## config.mk

```make
export PLATFORM = sky130hd
export DESIGN_NAME = lcd_char_driver
export DESIGN_NICKNAME = d
export VERILOG_FILES = /design/src/rtl/lcd_char_driver.sv
export SDC_FILE = /design/constraint.sdc
export NUM_CORES = 1
export LEC_CHECK = 0
export BUFFER_PORTS_ARGS = -buffer_cell sky130_fd_sc_hd__buf_2
export CAP_MARGIN = 25
export CORE_ASPECT_RATIO = 1.4
export CORE_MARGIN = 8
export CORE_UTILIZATION = 25
export DETAILED_ROUTE_END_ITERATION = 12
export PLACE_DENSITY_LB_ADDON = 0.12
export SLEW_MARGIN = 10
export SYNTH_ARGS = -nofsm -noshare
export SYNTH_HDL_FRONTEND = slang
export SYNTH_SLANG_ARGS = --single-unit
```

## constraint.sdc

```tcl
create_clock -name clk -period 3.4 [get_ports clk]
set_input_delay 0.34 -clock clk [delete_from_list [all_inputs] [get_ports clk]]
set_output_delay 0.34 -clock clk [all_outputs]
set_load 0.005 [all_outputs]
```

## src/rtl/lcd_char_driver.sv

```systemverilog
// HD44780-compatible character-LCD driver: power-up wait, 8-bit init sequence, then
// one DDRAM set-address command plus one data byte per client write request.
module lcd_char_driver #(
  parameter int unsigned T_POWERUP = 750_000,
  parameter int unsigned T_EN      = 25,
  parameter int unsigned T_CMD     = 2_500,
  parameter int unsigned T_CLEAR   = 100_000
) (
  input  logic       clk,
  input  logic       rst_n,
  input  logic       lcd_req,
  input  logic [1:0] lcd_row,
  input  logic [3:0] lcd_col,
  input  logic [7:0] lcd_char,
  output logic       lcd_busy,
  output logic       lcd_done,
  output logic       lcd_e,
  output logic       lcd_rs,
  output logic       lcd_rw,
  output logic [7:0] lcd_data,
  output logic       init_done
);

  typedef enum logic [2:0] {PWR_WAIT, INIT, IDLE, WRITE, DONE} state_t;
  typedef enum logic [1:0] {PH_SETUP, PH_PULSE, PH_WAIT} phase_t;

  // Counters compare against parameter-1, so a parameter of 1 lasts exactly one cycle.
  localparam logic [31:0] PWR_LAST   = 32'(T_POWERUP - 1);
  localparam logic [31:0] EN_LAST    = 32'(T_EN - 1);
  localparam logic [31:0] CMD_LAST   = 32'(T_CMD - 1);
  localparam logic [31:0] CLEAR_LAST = 32'(T_CLEAR - 1);
  localparam logic [2:0]  INIT_LAST  = 3'd5;
  localparam logic [2:0]  WRITE_LAST = 3'd1;

  state_t      state_q, state_d;
  phase_t      phase_q, phase_d;
  logic [31:0] cnt_q, cnt_d;
  logic [2:0]  idx_q, idx_d;
  logic [1:0]  row_q, row_d;
  logic [3:0]  col_q, col_d;
  logic [7:0]  char_q, char_d;
  logic        init_done_q, init_done_d;

  logic        byte_rs;
  logic [7:0]  byte_data;
  logic [31:0] phase_last;
  logic        phase_end;
  logic        engine_active;

  function automatic logic [7:0] init_byte(input logic [2:0] idx);
    case (idx)
      3'd0, 3'd1, 3'd2: init_byte = 8'h38;
      3'd3:             init_byte = 8'h0C;
      3'd4:             init_byte = 8'h01;
      default:          init_byte = 8'h06;
    endcase
  endfunction

  // Rows 2/3 of a 16x4 panel continue rows 0/1 at DDRAM offset 0x10.
  function automatic logic [7:0] row_base(input logic [1:0] row);
    case (row)
      2'd0:    row_base = 8'h80;
      2'd1:    row_base = 8'hC0;
      2'd2:    row_base = 8'h90;
      default: row_base = 8'hD0;
    endcase
  endfunction

  assign engine_active = (state_q == INIT) || (state_q == WRITE);

  // The byte on the bus is a pure function of state and index, so it cannot
  // change while the engine walks through SETUP, PULSE and WAIT.
  always_comb begin
    // NOTE: every signal written here gets a default first, so no latch is inferred.
    byte_rs   = 1'b0;
    byte_data = 8'h00;
    case (state_q)
      INIT: byte_data = init_byte(idx_q);
      WRITE: begin
        if (idx_q == 3'd0) begin
          byte_data = row_base(row_q) | {4'b0, col_q};
        end else begin
          byte_rs   = 1'b1;
          byte_data = char_q;
        end
      end
      default: ;
    endcase
  end

  always_comb begin
    phase_last = 32'd0;
    case (phase_q)
      PH_PULSE: phase_last = EN_LAST;
      PH_WAIT:  phase_last = (!byte_rs && byte_data == 8'h01) ? CLEAR_LAST : CMD_LAST;
      default:  phase_last = 32'd0;
    endcase
  end

  assign phase_end = (cnt_q == phase_last);

  always_comb begin
    state_d     = state_q;
    phase_d     = phase_q;
    cnt_d       = cnt_q;
    idx_d       = idx_q;
    row_d       = row_q;
    col_d       = col_q;
    char_d      = char_q;
    init_done_d = init_done_q;

    case (state_q)
      PWR_WAIT: begin
        if (cnt_q == PWR_LAST) begin
          cnt_d   = 32'd0;
          idx_d   = 3'd0;
          phase_d = PH_SETUP;
          state_d = INIT;
        end else begin
          cnt_d = cnt_q + 32'd1;
        end
      end

      INIT, WRITE: begin
        if (!phase_end) begin
          cnt_d = cnt_q + 32'd1;
        end else begin
          cnt_d = 32'd0;
          case (phase_q)
            PH_SETUP: phase_d = PH_PULSE;
            PH_PULSE: phase_d = PH_WAIT;
            default: begin
              phase_d = PH_SETUP;
              if (state_q == INIT && idx_q == INIT_LAST) begin
                idx_d       = 3'd0;
                init_done_d = 1'b1;
                state_d     = IDLE;
              end else if (state_q == WRITE && idx_q == WRITE_LAST) begin
                idx_d   = 3'd0;
                state_d = DONE;
              end else begin
                idx_d = idx_q + 3'd1;
              end
            end
          endcase
        end
      end

      IDLE: begin
        if (lcd_req) begin
          row_d   = lcd_row;
          col_d   = lcd_col;
          char_d  = lcd_char;
          cnt_d   = 32'd0;
          idx_d   = 3'd0;
          phase_d = PH_SETUP;
          state_d = WRITE;
        end
      end

      // DONE lasts one busy cycle so a client dropping req on the done edge
      // is never seen as a fresh request.
      DONE:    state_d = IDLE;
      default: state_d = PWR_WAIT;
    endcase
  end

  always_ff @(posedge clk or negedge rst_n) begin
    // NOTE: sequential state uses non-blocking assignments so every flop samples pre-edge values.
    if (!rst_n) begin
      state_q     <= PWR_WAIT;
      phase_q     <= PH_SETUP;
      cnt_q       <= '0;
      idx_q       <= '0;
      row_q       <= '0;
      col_q       <= '0;
      char_q      <= '0;
      init_done_q <= 1'b0;
    end else begin
      state_q     <= state_d;
      phase_q     <= phase_d;
      cnt_q       <= cnt_d;
      idx_q       <= idx_d;
      row_q       <= row_d;
      col_q       <= col_d;
      char_q      <= char_d;
      init_done_q <= init_done_d;
    end
  end

  assign lcd_busy  = (state_q != IDLE);
  assign lcd_done  = (state_q == DONE);
  assign lcd_e     = engine_active && (phase_q == PH_PULSE);
  assign lcd_rs    = byte_rs;
  assign lcd_data  = byte_data;
  assign lcd_rw    = 1'b0;
  assign init_done = init_done_q;

endmodule

```

==> results.yml <==
setup_path:
  worst_r2r_path_depth: 9
  path_class: "flip-flop to flip-flop"
  path_cells: "inv_1 -> ha_1 -> or4_1 -> a2111oi_2 -> o311a_2 -> o211ai_4 -> a21oi_4 -> buf_4 -> nor2_1"
  cp-end-kind: "flip-flop"
  endpoint: "cnt_q[14]"
  r2r_start: "phase_q[0]"
  required_ns: 3.58
  crit_cells: 9
  cp_slowest_cell: "or4_1"
  critPathTopFamily: "compound AO/OA/AOI/OAI gates"
  critPathMaxStageDelay_ns: 0.50
  crit_buf_inv: 2
  cp_max_fo: 13
  crit_start: "phase_q[0]"
  critical_path_arrival_ns: 3.14
  r2r-end: "cnt_q[14]"
  crit_path_start_kind: "flip-flop"
  reg2reg_slack_ns: 0.44
grt:
  grtUsageTotal_pct: 10.5
  grt_pass1_vias: 2804
  antenna_found_initial: 0
  overflow: 0
  grt_pass1_wl_um: 14100
  grt_max_degree: 33
detailed_routing:
  firstDrtPassIters: 4
  ant_nets: 0
  met2_wirelength_um: 4510
  wirelength_um: 8440
  vias_per_cell: 4.78
  vias: 2514
  top_layer: "met4"
  drc: 0
  wl_met1_um: 3510
  wl_met3_um: 301
  drt_iter0_drc: 57
  wl_per_cell_um: 16.0
cells_and_area:
  area_growth_pct: 14.4
  drive_gt1_share_pct: 20.9
  fin_cells: 526
  antenna_cells: 0
  fillerInstances: 1368
  nets: 400
synth:
  synthFlopType: "dfrtp_1"
  synth_warnings: 0
  synth_edf_count: 0
  yosysSeqAreaShare_pct: 42.1
  avgSynthCellArea_um2: 9.54
  netlist_instances: 343
  ys_ff_latch: 55
  ys_async_sr_fraction_pct: 100
  syn_area_mm2: 0.00327
  syn_nets: 371
  synth_cell_types: 56
timing:
  setup_viol: 0
  tns_ns: 0
  slew-limit-headroom_pct: 47.7
  fmax_mhz: 338
  worstMarginPinSlew_ns: 0.784
  fin_crit_ns: 2.96
  hold_viol: 0
  rsz0062_at_grt: "false"
  period_share_pct: 87.0
  drv_slew: 0
  finClkSkew_ns: 0.00818
die:
  die_w_um: 113
  ioPinCount: 31
  die-area_mm2: 0.0171
  initial_core_util_pct: 25.5
  rows: 49
  fp.coreArea_mm2: 0.0128
  fp.dieH_um: 151
power_and_ir_drop:
  ir_worst_vdd_v: 0.000179
  p_leak_nw: 1.71
  powerDensity_mw_per_mm2: 343
clock_tree:
  clock_latency_ns: 0.29
  clkSlewWorstSetupHoldPaths_ns: 0.07
  cts_hold_buf: 0
  cts_tree: "yes"
  numCtsBuffers: 5
  cts_resized: 0
  clockBufferDepth: 2
  post-cts-setup-buffer-count: 0
  clkSinkCount: 55
  root_buffer: "clkbuf_16"
  cts_max_level: 2
outcome:
  status: "finished, final reports clean"
placed_design:
  dp_hpwl_um: 6500
  dp.cells: 518
  numPortBuffers: 29
  gp_congestion: 0.766
hold_path:
  min_path_type: "primary input to async pin"
job:
  drv_cap: 0
==> logic make-up after synthesis <==
family / after synthesis / synth area share [%]
adders and majority gates: 11 / 4.21
buffers and inverters: 28 / 4.55
DFF: 55 / 42.1
and+or+nand+nor: 160 / 25.1
AOI/OAI and AO/OA: 36 / 8.61
muxes: 21 / 7.00
xor gates and xnor gates: 31 / 8.30
other: 1 / 0.115
==> per-stage QoR <==
stage / power, mW / hold WS, ns / setup WS, ns / util [%] / instance area (um^2)
global placement: 0.691 / 0.462 / 0.458 / 27.8 / 3570
floorplan: 0.668 / 0.0444 / 1.01 / - / 3270
CTS: 1.31 / 0.160 / 0.390 / 29.2 / 3740
detailed placement: 0.691 / 0.469 / 0.408 / 27.8 / 3570
global route: 1.34 / 0.191 / 0.291 / 29.2 / 3740
finish: 1.28 / 0.117 / 0.440 / 29.2 / 3740
==> cell usage in the layout, fill, tap and decap left out, types with 12 or more instances in the layout <==
master,instances
buf_2,29
dfrtp_1,55
inv_1,13
mux2_2,15
nand2_1,23
nand3_1,13
nor2_1,56
nor3_1,12
xnor2_1,14
xor2_1,17
==> how the worst min path moves through the flow <==
stage / endpoint / cells after the start / slack, ns / from
floorplan: char_q[0] / 0 / 0.04 / rst_n
CTS: row_q[0] / 1 / 0.16 / rst_n
detailed placement: init_done / 1 / 0.47 / init_done
finish: row_q[0] / 1 / 0.12 / rst_n
global route: char_q[6] / 1 / 0.19 / rst_n
global placement: init_done / 1 / 0.46 / init_done
==> synthesized netlist by cell type (6+ instances only) <==
cell | n | area [um^2]
nor2_1 | 56 | 210
dfrtp_1 | 55 | 1380
nand2_1 | 23 | 86.3
xor2_1 | 17 | 149
mux2_2 | 15 | 169
xnor2_1 | 14 | 123
inv_1 | 13 | 48.8
nand3_1 | 13 | 65.1
nor3_1 | 12 | 60.1
ha_1 | 11 | 138
nand4_1 | 9 | 56.3
a21oi_1 | 6 | 30.0
and3_1 | 6 | 37.5
clkbuf_1 | 6 | 22.5
mux2i_1 | 6 | 60.1
o21ai_0 | 6 | 30.0
==> flip-flops by register name, summed over array words and instances, names as in the netlist <==
signal / count
state_q: 3
char_q: 8
row_q: 2
init_done: 1
cnt_q: 32
col_q: 4
phase_q: 2
idx_q: 3
==> routing by layer <==
| layer | vias up | GRT usage, % |
|---|---|---|
| met5 | - | 0 |
| met4 | 0 | 3.93 |
| met3 | 6 | 2.51 |
| met2 | 43 | 19.9 |
| met1 | 1220 | 10.9 |
| li1 | 1245 | - |
==> power breakdown <==
group | switching, mW | internal (mW)
registers | 0 | 0.654
clock network | 0.239 | 0.367
logic | 0.0160 | 0.00719
total | 0.255 | 1.03
==> layout make-up <==
class / instances / area [um^2] / share of cell area [%]
Clock inverter: 2 / 35.0 / 0.936
Sequential cell: 55 / 1380 / 36.8
Multi-Input combinational cell: 260 / 1750 / 46.7
Inverter: 13 / 48.8 / 1.30
Tap cell: 153 / 191 / 5.12
Timing Repair Buffer: 37 / 205 / 5.48
Clock buffer: 6 / 139 / 3.71
Power figures use the tool's default switching activity.
